<file path="src/rtl/rom_read_arbiter_pkg.sv">
// rtl/rom_read_arbiter_pkg.sv - shared widths, state and requester id constants
package rom_read_arbiter_pkg;

    localparam int DEFAULT_ADDR_W = 3;
    localparam int DEFAULT_DATA_W = 8;
    localparam int DEFAULT_LEN_W  = 3;

    localparam logic ST_IDLE  = 1'b0;
    localparam logic ST_BURST = 1'b1;

    localparam logic REQ0 = 1'b0;
    localparam logic REQ1 = 1'b1;

endpackage

</file>
<file path="src/rtl/rom_read_arbiter_array8.sv">
// rtl/rom_read_arbiter_array8.sv - fixed-content ROM with one-cycle registered read
//
// Module rom_array8
//   clk  : read clock
//   addr : word address
//   data : word at the address presented on the previous rising edge
// Contents are mem[i] = i + 1. There is no reset; the output holds its last read.
module rom_array8 #(
    parameter int ADDR_W = rom_read_arbiter_pkg::DEFAULT_ADDR_W,
    parameter int DATA_W = rom_read_arbiter_pkg::DEFAULT_DATA_W
) (
    input  logic              clk,
    input  logic [ADDR_W-1:0] addr,
    output logic [DATA_W-1:0] data
);

    // Storage table written out so the contents are visible to synthesis as a ROM.
    logic [DATA_W-1:0] mem [2**ADDR_W];

    always_comb begin
        for (int i = 0; i < 2**ADDR_W; i++) begin
            mem[i] = DATA_W'(i + 1);
        end
    end

    always_ff @(posedge clk) begin
        data <= mem[addr];
    end

endmodule

</file>
<file path="src/rtl/rom_read_arbiter.sv">
// rtl/rom_read_arbiter.sv - round-robin arbiter sharing one 8x8 ROM between two burst readers
//
// Ports
//   clk, rst                          : clock, synchronous active-low reset
//   req{0,1}_valid/_addr/_len/_ready  : burst request (start address, beats-1), ready = accept
//   rsp{0,1}_valid/_data/_last        : per-requester response beats, data 0 when idle
//   busy                              : burst being issued or a response beat still in flight
module rom_read_arbiter
    import rom_read_arbiter_pkg::*;
#(
    parameter int ADDR_W = DEFAULT_ADDR_W,
    parameter int DATA_W = DEFAULT_DATA_W,
    parameter int LEN_W  = DEFAULT_LEN_W
) (
    input  logic              clk,
    input  logic              rst,
    input  logic              req0_valid,
    input  logic [ADDR_W-1:0] req0_addr,
    input  logic [LEN_W-1:0]  req0_len,
    output logic              req0_ready,
    input  logic              req1_valid,
    input  logic [ADDR_W-1:0] req1_addr,
    input  logic [LEN_W-1:0]  req1_len,
    output logic              req1_ready,
    output logic              rsp0_valid,
    output logic [DATA_W-1:0] rsp0_data,
    output logic              rsp0_last,
    output logic              rsp1_valid,
    output logic [DATA_W-1:0] rsp1_data,
    output logic              rsp1_last,
    output logic              busy
);

    logic              state;
    logic              state_next;
    logic              last_id;    // requester served by the most recent completed burst
    logic              id;
    logic [ADDR_W-1:0] cur_addr;
    logic [LEN_W-1:0]  cnt;
    logic              pipe_valid;
    logic              pipe_id;
    logic              pipe_last;
    logic              grant0;
    logic              grant1;
    logic              accept;
    logic [DATA_W-1:0] rom_data;

    rom_array8 #(
        .ADDR_W (ADDR_W),
        .DATA_W (DATA_W)
    ) u_rom (
        .clk  (clk),
        .addr (cur_addr),
        .data (rom_data)
    );

    // On a tie the requester that was not served last wins.
    always_comb begin
        grant0 = req0_valid && (!req1_valid || (last_id == REQ1));
        grant1 = req1_valid && (!req0_valid || (last_id == REQ0));
    end

    // State register
    always_ff @(posedge clk) begin
        if (!rst) begin
            state <= ST_IDLE;
        end else begin
            state <= state_next;
        end
    end

    // Next-state logic
    always_comb begin
        state_next = state;
        case (state)
            ST_IDLE:  if (accept)        state_next = ST_BURST;
            ST_BURST: if (cnt == '0)     state_next = ST_IDLE;
            default:                     state_next = ST_IDLE;
        endcase
    end

    // Output logic; ready is held low while reset is asserted.
    always_comb begin
        req0_ready = rst && (state == ST_IDLE) && grant0;
        req1_ready = rst && (state == ST_IDLE) && grant1;
        accept     = req0_ready || req1_ready;
    end

    // Burst counters and the response pipe stage aligned with the ROM read latency.
    always_ff @(posedge clk) begin
        if (!rst) begin
            pipe_valid <= 1'b0;
            pipe_id    <= REQ0;
            pipe_last  <= 1'b0;
            last_id    <= REQ1;
            id         <= REQ0;
            cur_addr   <= '0;
            cnt        <= '0;
        end else begin
            pipe_valid <= (state == ST_BURST);
            if (state == ST_BURST) begin
                pipe_id   <= id;
                pipe_last <= (cnt == '0);
                cur_addr  <= cur_addr + ADDR_W'(1);
                cnt       <= cnt - LEN_W'(1);
                if (cnt == '0) begin
                    last_id <= id;
                end
            end else if (accept) begin
                id       <= req1_ready ? REQ1 : REQ0;
                cur_addr <= req1_ready ? req1_addr : req0_addr;
                cnt      <= req1_ready ? req1_len : req0_len;
            end
        end
    end

    always_comb begin
        rsp0_valid = pipe_valid && (pipe_id == REQ0);
        rsp1_valid = pipe_valid && (pipe_id == REQ1);
        rsp0_data  = rsp0_valid ? rom_data : '0;
        rsp1_data  = rsp1_valid ? rom_data : '0;
        rsp0_last  = rsp0_valid && pipe_last;
        rsp1_last  = rsp1_valid && pipe_last;
        busy       = (state == ST_BURST) || pipe_valid;
    end

endmodule

</file>
<file path="config.mk">
export PLATFORM = sky130hd
export DESIGN_NAME = rom_read_arbiter
export DESIGN_NICKNAME = d
export VERILOG_FILES = /design/src/rtl/rom_read_arbiter_pkg.sv /design/src/rtl/rom_read_arbiter_array8.sv /design/src/rtl/rom_read_arbiter.sv
export SDC_FILE = /design/constraint.sdc
export NUM_CORES = 1
export LEC_CHECK = 0
export CORE_ASPECT_RATIO = 1.25
export CORE_MARGIN = 1.5
export CORE_UTILIZATION = 47
export CTS_BUF_LIST = sky130_fd_sc_hd__clkbuf_4
export DETAILED_ROUTE_END_ITERATION = 8
export HOLD_SLACK_MARGIN = 0.05
export PLACE_DENSITY = 0.86
export SLEW_MARGIN = 30
export SYNTH_ARGS = -nofsm -noshare
export SYNTH_HDL_FRONTEND = slang
export SYNTH_SLANG_ARGS = --single-unit
</file>
<file path="constraint.sdc">
create_clock -name clk -period 3.1 [get_ports clk]
set_input_delay 0.465 -clock clk [delete_from_list [all_inputs] [get_ports clk]]
set_output_delay 0.465 -clock clk [all_outputs]
set_load 0.02 [all_outputs]
</file>
* Yosys cells after proc, flatten, opt, wreduce, memory -nomap -nowiden
Memory sizes are Yosys's and may differ from the RTL's. A register that Yosys moved wholly into a read port is not among the register bits.
Index checks and enable logic that the tools add are counted.
** Cells by class
- Mux-type cells :: 12
- Add/sub/neg operators :: 2
- Bitwise gates (word level) :: 4
- Reduce and logical (&&, ||, !) cells :: 19
** Operators with widths (number)
- 2-to-1 mux 3 bit :: 6
- 2-to-1 mux 8 bit :: 2
- logical AND 1 bit :: 9
- logical OR 1 bit :: 4
- inverter 3 -> 4 bit :: 1
- AND reduction 2 bit :: 2
- adder 3 x 1 -> 3 bit, second input constant :: 1
- zero test 3 bit :: 1
- 2-to-1 mux 1 bit :: 3
- inverter 1 bit :: 3
- subtractor 3 x 1 -> 3 bit, second input constant :: 1
- zero test 1 bit :: 2
- case mux 1 bit (2 select lines) :: 1
- nonzero test 2 bit :: 1
** Storage, ports and cells
- Output and inout bits :: 23
- Memory bits (read-only) :: 64
- Input port bits :: 16
- Bits in registers :: 12
- Logic and storage cells :: 46
- Memories :: 1
** Memory list
- (no name shown) :: depth 8, bits a word 8, rd ports 1, clocked after Yosys merged registers in 1, write ports 0, line rom_read_arbiter_array8.sv:27 : data <= mem[addr];

* Depth between registers and ports, before layout
Gate-level depths: netlist of run 1.
- Depth in word-level cells :: 7
- Depth in mapped cells :: 6
- Depth with buffers taken out :: 5

* By module
A second synthesis of run 1 with hierarchy kept.
** Unflattened totals
- Cell total of the unflattened synthesis :: 115
- Area total of the unflattened synthesis :: 969.7 µm²
** By module, submodules not included
- rom_read_arbiter :: times used 1, seq. area each 240.2 µm², cells an instance 100, area each 805.8 µm²
- rom_array8 :: times used 1, seq. area each 80.1 µm², cells an instance 15, area each 163.9 µm²

* Worst setup path before layout of run 1
No wires, ideal clock.
- Path kind :: register to output
- Start :: reg pipe_valid
- End :: out rsp0_data[0]
- Stages on the path, launching flop included :: 3
- Arrival :: 1.130 ns
- Path slack :: 1.505 ns
- Buffers on the path :: 0
- Required time :: 2.635 ns
- Cell sequence :: dfxtp_1 nor2b_1 and2_1
** On the way
- Word-level cells in the longest chain between the ends :: 2
** Ends and longest elaborated chain
- start, declared :: line rom_read_arbiter.sv:40 : logic pipe_valid;
- start signal, assigned :: line rom_read_arbiter.sv:100 : pipe_valid <= (state == ST_BURST);
- logical AND 1 bit :: line rom_read_arbiter.sv:118 : rsp0_valid = pipe_valid && (pipe_id == REQ0);
- net rsp0_valid :: line rom_read_arbiter.sv:25 : output logic rsp0_valid,
- 2-to-1 mux 8 bit :: line rom_read_arbiter.sv:120 : rsp0_data = rsp0_valid ? rom_data : '0;
- end, declared :: line rom_read_arbiter.sv:26 : output logic [DATA_W-1:0] rsp0_data,
The timed path passes the listed nets, and every way through them passes these cells.

* Worst setup path after layout of run 1
- Start :: in rst
- End :: out req0_ready
** On the way
- Word-level cells in the longest chain between the ends :: 2
** Ends and longest elaborated chain
- start, declared :: line rom_read_arbiter.sv:16 : input logic rst,
- logical AND 1 bit (2 in a row) :: line rom_read_arbiter.sv:84 : req0_ready = rst && (state == ST_IDLE) && grant0;
- end, declared :: line rom_read_arbiter.sv:20 : output logic req0_ready,
Every way passes these cells.

==> flow_summary.ini, run 1 <==
[logic_synthesis]
synthDistinctLibCells = 36
async_flop_share = 0
synth.yosys.seq_area_share = 0.344
synthCells = 103
synth_edf_count = 0
synth.avg_cell_area_um2 = 9.05
synth.top_cell.area_share = 0.344
yosysWarningCount = 0
synth.area.top_cells = sky130_fd_sc_hd__dfxtp_1, sky130_fd_sc_hd__mux2i_1, sky130_fd_sc_hd__buf_4, sky130_fd_sc_hd__ha_1, sky130_fd_sc_hd__and2_1
syn_area_um2 = 932
ys_seq_elements = 16
postSynth.topFlopCell = sky130_fd_sc_hd__dfxtp_1
synth_top_area_cell = sky130_fd_sc_hd__dfxtp_1

[outcome]
outcome = complete, no violations

[critical_path]
timing.setup.critical_path_class = in2out
endpoint_kind = primary output
r2r_cell_count = 4
critical_path.startpoint_type = input pin
top_fanout_value_on_the_critical_path = 10
critical_path_required_ps = 2630
cp.arrival_ps = 2240

[timing]
finalHoldViolCount = 0
unrepaired_setup_endpoints_after_global_routing = no
layout_min_cycle_time_ps = 2700
final_max_slew_viol_count = 0
slew_hr = 0.576
max_freq_mhz = 370
worst_clk_skew_ps = 2.70
slew_at_the_pin_closest_to_its_max_slew_limit_ps = 635
setup_ws_ps = 397
final-setup-viol-count = 0
setup-tns-final_ps = 0
period_share = 0.872

[power]
vdd_drop_max_mv = 0.290
power_density_mw_per_mm2 = 394
total_power_mw = 0.482
total_leakage_power_nw = 0.556

[cells_and_area]
final_cell_mix = sky130_fd_sc_hd__clkdlybuf4s50_1, sky130_fd_sc_hd__dfxtp_1, sky130_fd_sc_hd__mux2i_1, sky130_fd_sc_hd__inv_1, sky130_fd_sc_hd__conb_1
finish.utilization = 0.677
post_route_cells_drive_above_1_share = 0.0909
design.final.nets = 153
mostFrequentLayoutCell = sky130_fd_sc_hd__clkdlybuf4s50_1
syn2layout_area_growth_pct = 31.3
diodes = 0

[global_route]
grt-ovfl-total = 0
grt_max_degree = 19
grt_antenna_before_repair = 0
grt_first_pass_wirelength_um = 3220
first_global_vias = 763
grt_usage = 0.196

[min_path]
worst_hold_path.num_cells = 1
hold_class = reg2reg

[detailed_routing]
routed-via-count = 786
wl_per_cell_um = 11.8
viasPerCell = 5.21
firstDrtPassIters = 4
drtIter0Drc = 7
ant_nets = 0
wirelength_um = 1790
detail_route.drc_violations = 0

[die]
floorplan.initialDensity = 0.516
dieHeight_um = 52.8
boundaryPins = 39
design.core.area_mm2 = 0.00181
num_rows = 17
dieArea_mm2 = 0.00226
overall_die_width_um = 42.8

[clocking]
cts_max_level = 1
clock_tree_buffer_depth = 2
clkLatencyLatePin_ps = 290
clock_sinks = 16
cts_buffers = 3
clk_root_buffer_cell = sky130_fd_sc_hd__clkbuf_4
holdBufCountCts = 0
postCtsSetupRepairBufs = 0
tritoncts = done
cts.repair.resized = 0
clock_pin_slew_worst_setup_and_hold_paths_ps = 80

[placement]
dp_hpwl_um = 1490
port_buffers = 30
pre_cts_ws_ps = 405
gp_congestion = 0.817

[flow_run]
max_cap_violations = 0
-- area by class of cell --
class | instances | area (um2)
timing repair buffer | 30 | 300
fill | 166 | 584
inverter | 9 | 38.8
clock buffer | 3 | 22.5
tap | 19 | 23.8
sequential | 16 | 320
multi-input combinational | 73 | 514
clock inverter | 1 | 3.75
-- metal layers --
layer | wire [um] | up-vias | part of all wire | GRT usage
met4 | 72 | 0 | 0.040 | 0.156
met3 | 95 | 5 | 0.053 | 0.0103
li1 | - | 395 | - | -
met2 | 968 | 37 | 0.54 | 0.359
met1 | 649 | 349 | 0.36 | 0.203
met5 | 0 | - | 0 | 0
-- state kept, by name, indices dropped and copies added (netlist names) --
register,count
cnt,3
cur_addr,3
id,1
last_id,1
pipe_id,1
pipe_last,1
pipe_valid,1
state,1
u_rom.data,4
-- power by group --
group          internal [mW]  switching [mW]  leakage, nW
clock network         0.0470          0.0634       0.0154
logic                 0.0626          0.0598        0.408
registers              0.228          0.0218        0.132
-- stage by stage --
stage | hold slack (ps) | cells | cell area (um2)
floorplan | 405 | 110 | 958
global placement | 444 | 147 | 1200
detailed placement | 443 | 147 | 1200
CTS | 462 | 151 | 1220
global route | 489 | 151 | 1220
finish | 460 | 151 | 1220
-- worst max-delay path, cell delays in order --
cell,delay (ps)
sky130_fd_sc_hd__clkdlybuf4s50_1,670
sky130_fd_sc_hd__nor2b_4,290
sky130_fd_sc_hd__and3_1,210
sky130_fd_sc_hd__clkdlybuf4s50_1,610
-- cell usage after synthesis, types with 2 or more instances --
cell / n
sky130_fd_sc_hd__and2_1: 7
sky130_fd_sc_hd__buf_4: 8
sky130_fd_sc_hd__a31oi_1: 2
sky130_fd_sc_hd__nand2_1: 6
sky130_fd_sc_hd__mux2i_1: 9
sky130_fd_sc_hd__ha_1: 4
sky130_fd_sc_hd__and3_1: 7
sky130_fd_sc_hd__inv_1: 8
sky130_fd_sc_hd__o22ai_1: 3
sky130_fd_sc_hd__nand2b_1: 3
sky130_fd_sc_hd__buf_2: 2
sky130_fd_sc_hd__a21oi_1: 5
sky130_fd_sc_hd__dfxtp_1: 16
-- cells by family (layout without fill, tap and decap cells) --
group,after synthesis,count (layout),share of synthesized area
other,1,8,0.00402
AND/OR/NAND/NOR,31,31,0.205
adder cells (fa/ha/maj),4,4,0.0537
AO/OA/AOI/OAI,19,19,0.145
XOR/XNOR,2,2,0.0188
buffers and inverters,21,43,0.133
multiplexers,9,9,0.0966
flip-flops,16,16,0.344
-- worst paths after layout --
path	start	end	slack, ps
worst max-delay path	rst	req0_ready	400
worst min-delay path	cur_addr[0]	u_rom.data[0]	460
worst max register to register	state	cnt[1]	1630
worst min register to register	cur_addr[0]	u_rom.data[0]	460
Note: power is estimated with default switching activity, not from simulation.
==> run 2, diff against run 1 <==
--- a/config.mk
+++ b/config.mk
@@ -5,6 +5,7 @@
 export SDC_FILE = /design/constraint.sdc
 export NUM_CORES = 1
 export LEC_CHECK = 0
+export ABC_AREA = 1
 export CORE_ASPECT_RATIO = 1.25
 export CORE_MARGIN = 1.5
 export CORE_UTILIZATION = 47
==> constraint.sdc (replaced) <==
create_clock -name clk -period 3.3 [get_ports clk]
set_input_delay 0.495 -clock clk [delete_from_list [all_inputs] [get_ports clk]]
set_output_delay 0.495 -clock clk [all_outputs]
set_load 0.02 [all_outputs]
==> run 2 against run 1 <==
Combinational power grew 7%; utilization grew 0.24 points; wire length grew 9.7%; clock power is essentially flat; synthesized cell count grew 33%.
==> flow_summary.ini, run 2 <==
[outcome]
outcome = complete, no violations

[critical_path]
endpoint_kind = primary output
top_fanout_value_on_the_critical_path = 7
timing.setup.critical_path_class = in2out
slowest_stage = sky130_fd_sc_hd__clkdlybuf4s50_1
critPathLaunch = rst
critical_path.cell_chain = clkdlybuf4s50_1 -> nand2_1 -> nor2_4 -> clkdlybuf4s50_1
r2r_cell_count = 7
critical-path-max-stage-delay_ps = 630
timing.critical_path.max_delay_family = buffers and inverters
critical_path.startpoint_type = input pin
timing.critical_path.mode_cell = sky130_fd_sc_hd__clkdlybuf4s50_1
critical_path.reg2reg.startpoint = state
critical_path_required_ps = 2800
setup.reg_to_reg.worst_slack_ps = 1980
critical_path.n_buffers_inverters = 2
endpoint = req1_ready
cp.depth = 4
r2r-end = cnt[2]
cp.arrival_ps = 2070

[timing]
layout_min_cycle_time_ps = 2560
worst_clk_skew_ps = 0.840
setup-tns-final_ps = 0
finalHoldViolCount = 0
period_share = 0.776
unrepaired_setup_endpoints_after_global_routing = no
setup_ws_ps = 738
final_max_slew_viol_count = 0
final-setup-viol-count = 0
max_freq_mhz = 390

[detailed_routing]
viasPerCell = 4.85
wirelength_um = 1960
drtIter0Drc = 13
wl_per_cell_um = 10.4
detail_route.drc_violations = 0
routed-via-count = 912
firstDrtPassIters = 4
ant_nets = 0

[clocking]
clock_tree_buffer_depth = 2
cts_buffers = 3
tritoncts = done
cts_max_level = 1
clock_pin_slew_worst_setup_and_hold_paths_ps = 90
holdBufCountCts = 0
postCtsSetupRepairBufs = 0
clkLatencyLatePin_ps = 290
clk_root_buffer_cell = sky130_fd_sc_hd__clkbuf_4
cts.repair.resized = 0
clock_sinks = 16

[logic_synthesis]
synth.area.top_cells = sky130_fd_sc_hd__dfxtp_1, sky130_fd_sc_hd__inv_1, sky130_fd_sc_hd__nand2_1, sky130_fd_sc_hd__nor2_1, sky130_fd_sc_hd__buf_4
synthDistinctLibCells = 24
synth.top_cell.area_share = 0.342
async_flop_share = 0
synth.yosys.seq_area_share = 0.342
synth_top_area_cell = sky130_fd_sc_hd__dfxtp_1
netlist_top_cells_count = sky130_fd_sc_hd__inv_1, sky130_fd_sc_hd__nand2_1, sky130_fd_sc_hd__nor2_1
synth_edf_count = 0
synthCells = 137
syn_area_um2 = 937
synth.avg_cell_area_um2 = 6.84
yosysWarningCount = 0
ys_seq_elements = 16
synth_most_common_cell = sky130_fd_sc_hd__inv_1
postSynth.topFlopCell = sky130_fd_sc_hd__dfxtp_1

[global_route]
first_global_vias = 857
grt_first_pass_wirelength_um = 3480
grt-ovfl-total = 0
grt_max_degree = 13
grt_antenna_before_repair = 0
grt_usage = 0.204

[cells_and_area]
largest_register_ffs = 4
post_route_cells_drive_above_1_share = 0.0710
diodes = 0
final_cell_mix = sky130_fd_sc_hd__clkdlybuf4s50_1, sky130_fd_sc_hd__inv_1, sky130_fd_sc_hd__nand2_1, sky130_fd_sc_hd__nor2_1, sky130_fd_sc_hd__dfxtp_1
final-seq-area_um2 = 320
mostFrequentLayoutCell = sky130_fd_sc_hd__clkdlybuf4s50_1
layout.filler_cells = 183
syn2layout_area_growth_pct = 32.6
top_register = u_rom.data
design.final.nets = 190
final_area_mm2 = 0.00124
finish.utilization = 0.679
multi_input_gate_area_um2 = 470
layout_top_registers = u_rom.data x4, cnt x3, cur_addr x3

[placement]
gp_congestion = 0.835
port_buffers = 30
pre_cts_ws_ps = 760
dp_hpwl_um = 1610
placed_area_mm2 = 0.00122

[die]
boundaryPins = 39
dieArea_mm2 = 0.00227
num_rows = 17
overall_die_width_um = 42.9
dieHeight_um = 52.9
design.core.area_mm2 = 0.00183
floorplan.initialDensity = 0.512

[min_path]
min_from = cur_addr[0]
hold_class = reg2reg

[flow_run]
max_cap_violations = 0

[power]
total_power_mw = 0.467
power_density_mw_per_mm2 = 376
total_leakage_power_nw = 0.593
vdd_drop_max_mv = 0.310
[run 2: changes by cell type after synthesis, moves of 8 or more]
cell,delta
sky130_fd_sc_hd__nor2_1,+22
sky130_fd_sc_hd__mux2i_1,-9
sky130_fd_sc_hd__o21ai_0,+8
sky130_fd_sc_hd__inv_1,+17
sky130_fd_sc_hd__nand2_1,+17
[run 2: final cells by class]
type	count	share of cell area
inverter	27	0.0816
sequential	16	0.258
clock buffer	3	0.0181
multi-input combinational	92	0.379
clock inverter	1	0.00302
tap	19	0.0191
timing repair buffer	30	0.242
[run 2: per-layer routing]
layer	global-route usage	vias up	part of all wire
met5	0	-	0
met4	0.0909	0	0.015
met3	0.0205	3	0.054
met2	0.412	41	0.54
met1	0.207	399	0.39
li1	-	469	-
[run 2: power breakdown]
group / switching, mW / total, mW / internal (mW) / leakage [nW]
Sequential: 0.0138 / 0.228 / 0.214 / 0.132
Clock: 0.0647 / 0.109 / 0.0441 / 0.0154
Combinational: 0.0763 / 0.131 / 0.0544 / 0.446
[run 2: metrics by stage]
step	hold WS, ps	instances
6_report	467	188
4_1_cts	476	188
3_5_place_dp	454	184
3_3_place_gp	442	184
2_1_floorplan	423	144
5_1_grt	513	188
[run 2: worst reg2reg max path, stage by stage (launching register included)]
cell                      delay (ps)
sky130_fd_sc_hd__dfxtp_1         400
sky130_fd_sc_hd__inv_2           230
sky130_fd_sc_hd__nand2_1         150
sky130_fd_sc_hd__nor2_4          200
sky130_fd_sc_hd__nand2_1          60
sky130_fd_sc_hd__o21ai_0          80
sky130_fd_sc_hd__nor2_1           60
sky130_fd_sc_hd__nor2_1           90
[run 2: cell families (layout without fill, tap and decap cells)]
group                    after synthesis  after routing  share of synthesized area
AND/OR/NAND/NOR                       57             57                      0.275
buffers and inverters                 36             61                      0.184
AO/OA/AOI/OAI                         22             22                      0.132
flip-flops                            16             16                      0.342
adder cells (fa/ha/maj)                4              4                     0.0534
other                                  1              8                    0.00400
XOR/XNOR                               1              1                    0.00935
[run 2: worst min-delay path by stage]
| stage | to | slack, ps | depth (start not counted) |
|---|---|---|---|
| 2_1_floorplan | u_rom.data[0] | 420 | 1 |
| 3_3_place_gp | u_rom.data[0] | 440 | 1 |
| 3_5_place_dp | u_rom.data[0] | 450 | 1 |
| 4_1_cts | u_rom.data[0] | 480 | 1 |
| 5_1_grt | u_rom.data[3] | 510 | 2 |
| 6_report | u_rom.data[0] | 470 | 1 |
==> run 3, diff against run 2 <==
--- a/config.mk
+++ b/config.mk
@@ -8,11 +8,11 @@
 export ABC_AREA = 1
 export CORE_ASPECT_RATIO = 1.25
 export CORE_MARGIN = 1.5
-export CORE_UTILIZATION = 47
+export CORE_UTILIZATION = 39
 export CTS_BUF_LIST = sky130_fd_sc_hd__clkbuf_4
 export DETAILED_ROUTE_END_ITERATION = 8
 export HOLD_SLACK_MARGIN = 0.05
-export PLACE_DENSITY = 0.86
+export PLACE_DENSITY = 0.76
 export SLEW_MARGIN = 30
 export SYNTH_ARGS = -nofsm -noshare
 export SYNTH_HDL_FRONTEND = slang
==> constraint.sdc (replaced) <==
create_clock -name clk -period 2.3 [get_ports clk]
set_input_delay 0.345 -clock clk [delete_from_list [all_inputs] [get_ports clk]]
set_output_delay 0.345 -clock clk [all_outputs]
set_load 0.02 [all_outputs]
==> run 3 against run 2 <==
Cell count is 6.9% higher; non-clock buffer count increased by 2; register-to-register slack lost 1100 ps; sequential share of layout area decreased by 0.53 points; die area rose by 19%; hold slack lost 7.2 ps; final area increased by 2.1%; total power grew 42%; critical path type is now reg2out; largest power group unchanged.
==> flow_summary.ini, run 3 (synthesis gave the netlist of run 2 again) <==
[timing]
final_max_slew_viol_count = 0
unrepaired_setup_endpoints_after_global_routing = no
final-setup-viol-count = 0
finalHoldViolCount = 0
fin_worst_hold_slack_ps = 460
worst_clk_skew_ps = 6.62
setup-tns-final_ps = 0
layout_min_cycle_time_ps = 2180
period_share = 0.947
max_freq_mhz = 459

[cells_and_area]
post_route_cells_drive_above_1_share = 0.0824
final_area_mm2 = 0.00127
mostFrequentLayoutCell = sky130_fd_sc_hd__clkdlybuf4s50_1
top_register = u_rom.data
design.final.nets = 192
final_cell_mix = sky130_fd_sc_hd__clkdlybuf4s50_1, sky130_fd_sc_hd__inv_1, sky130_fd_sc_hd__nand2_1, sky130_fd_sc_hd__nor2_1, sky130_fd_sc_hd__dfxtp_1
largest_register_ffs = 4
finish.utilization = 0.568
layout_top_registers = u_rom.data x4, cnt x3, cur_addr x3
diodes = 0
syn2layout_area_growth_pct = 35.4

[clocking]
holdBufCountCts = 0
clock_tree_buffer_depth = 2
clock_sinks = 16
cts.repair.resized = 0
clock_pin_slew_worst_setup_and_hold_paths_ps = 90
clkLatencyLatePin_ps = 290
cts_buffers = 3
clk_root_buffer_cell = sky130_fd_sc_hd__clkbuf_4
tritoncts = done
postCtsSetupRepairBufs = 0
cts_max_level = 1

[global_route]
first_global_vias = 781
grt_usage = 0.151
grt_antenna_before_repair = 0
grt-ovfl-total = 0
grt_max_degree = 13
grt_first_pass_wirelength_um = 3110

[power]
sw_frac_of_total = 0.323
total_leakage_power_nw = 0.602
power_frac_comb = 0.288
power_density_mw_per_mm2 = 522
vdd_drop_max_mv = 0.478
power.net_switching_mw = 0.214
cellInternalPower_mw = 0.448
pwr-share-clk = 0.220
seq_power_share = 0.492

[outcome]
outcome = complete, no violations

[detailed_routing]
wirelength_um = 1940
ant_nets = 0
detail_route.drc_violations = 0
wl_per_cell_um = 9.66
viasPerCell = 4.65
drtIter0Drc = 14
firstDrtPassIters = 4
routed-via-count = 935

[critical_path]
r2r_cell_count = 8
cp.arrival_ps = 1830
timing.setup.critical_path_class = reg2out
critical_path.reg2reg.startpoint = state
critical_path_required_ps = 1960
setup.reg_to_reg.worst_slack_ps = 920
timing.critical_path.max_delay_family = buffers and inverters
top_fanout_value_on_the_critical_path = 12
slowest_stage = sky130_fd_sc_hd__clkdlybuf4s50_1
r2r-end = cnt[2]
critical-path-max-stage-delay_ps = 620
endpoint_kind = primary output
critical_path.cell_chain = inv_2 -> nand2_1 -> nor2_1 -> clkdlybuf4s50_1
critical_path.n_buffers_inverters = 2
critical_path.startpoint_type = flop

[min_path]
hold_class = reg2reg
worst_hold_path.num_cells = 2
min_from = cur_addr[2]
hold_path_end = u_rom.data[3]

[die]
boundaryPins = 39
floorplan.initialDensity = 0.419
dieHeight_um = 57.8
dieArea_mm2 = 0.00271
num_rows = 19
design.core.area_mm2 = 0.00223
overall_die_width_um = 46.8

[placement]
dp_hpwl_um = 1600
port_buffers = 30
gp_congestion = 0.812
placed_area_mm2 = 0.00125

[flow_run]
max_cap_violations = 0
==> run 3: how the worst max path moves through the flow <==
stage	start	endpoint	depth (start not counted)
after CTS	state	req0_ready	4
after floorplan	pipe_valid	rsp0_data[0]	4
after global routing	state	req0_ready	4
after global placement	req1_valid	req1_ready	4
final	state	req0_ready	4
after detailed placement	req1_valid	req1_ready	4
==> run 3: area by class of cell <==
type                       instances  area, um2
clock buffer                       3       22.5
sequential                        16        320
inverter                          27        101
timing repair buffer              32        315
multi-input combinational         92        470
fill                             212        966
tap                               31       38.8
==> run 3: power groups by stage <==
| stage | Combinational, mW | Clock (mW) | Sequential, mW |
|---|---|---|---|
| floorplan | 0.135 | 0 | 0.329 |
| global placement | 0.185 | 0 | 0.331 |
| detailed placement | 0.191 | 0 | 0.333 |
| CTS | 0.192 | 0.146 | 0.326 |
| global route | 0.212 | 0.153 | 0.330 |
| finish | 0.191 | 0.146 | 0.326 |
==> run 3: worst min-delay path: stages (launching register included) <==
cell and delay (ps):
sky130_fd_sc_hd__dfxtp_1 340, sky130_fd_sc_hd__nand2_1 60, sky130_fd_sc_hd__nor2_1 30
==> run 3: metal layers <==
layer,vias to the layer above,part of all wire,track usage
met2,41,0.53,0.282
met4,0,0.0088,0.0357
met1,418,0.39,0.163
met5,-,0,0
met3,2,0.074,0.0374
li1,474,-,-
==> run 3: stage by stage <==
stage                     power [mW]  worst slack [ps]  cells
final                          0.662               122    201
after global routing           0.695              27.9    201
after CTS                      0.664               117    201
after detailed placement       0.523               198    198
after global placement         0.516               207    198
after floorplan                0.464               823    144
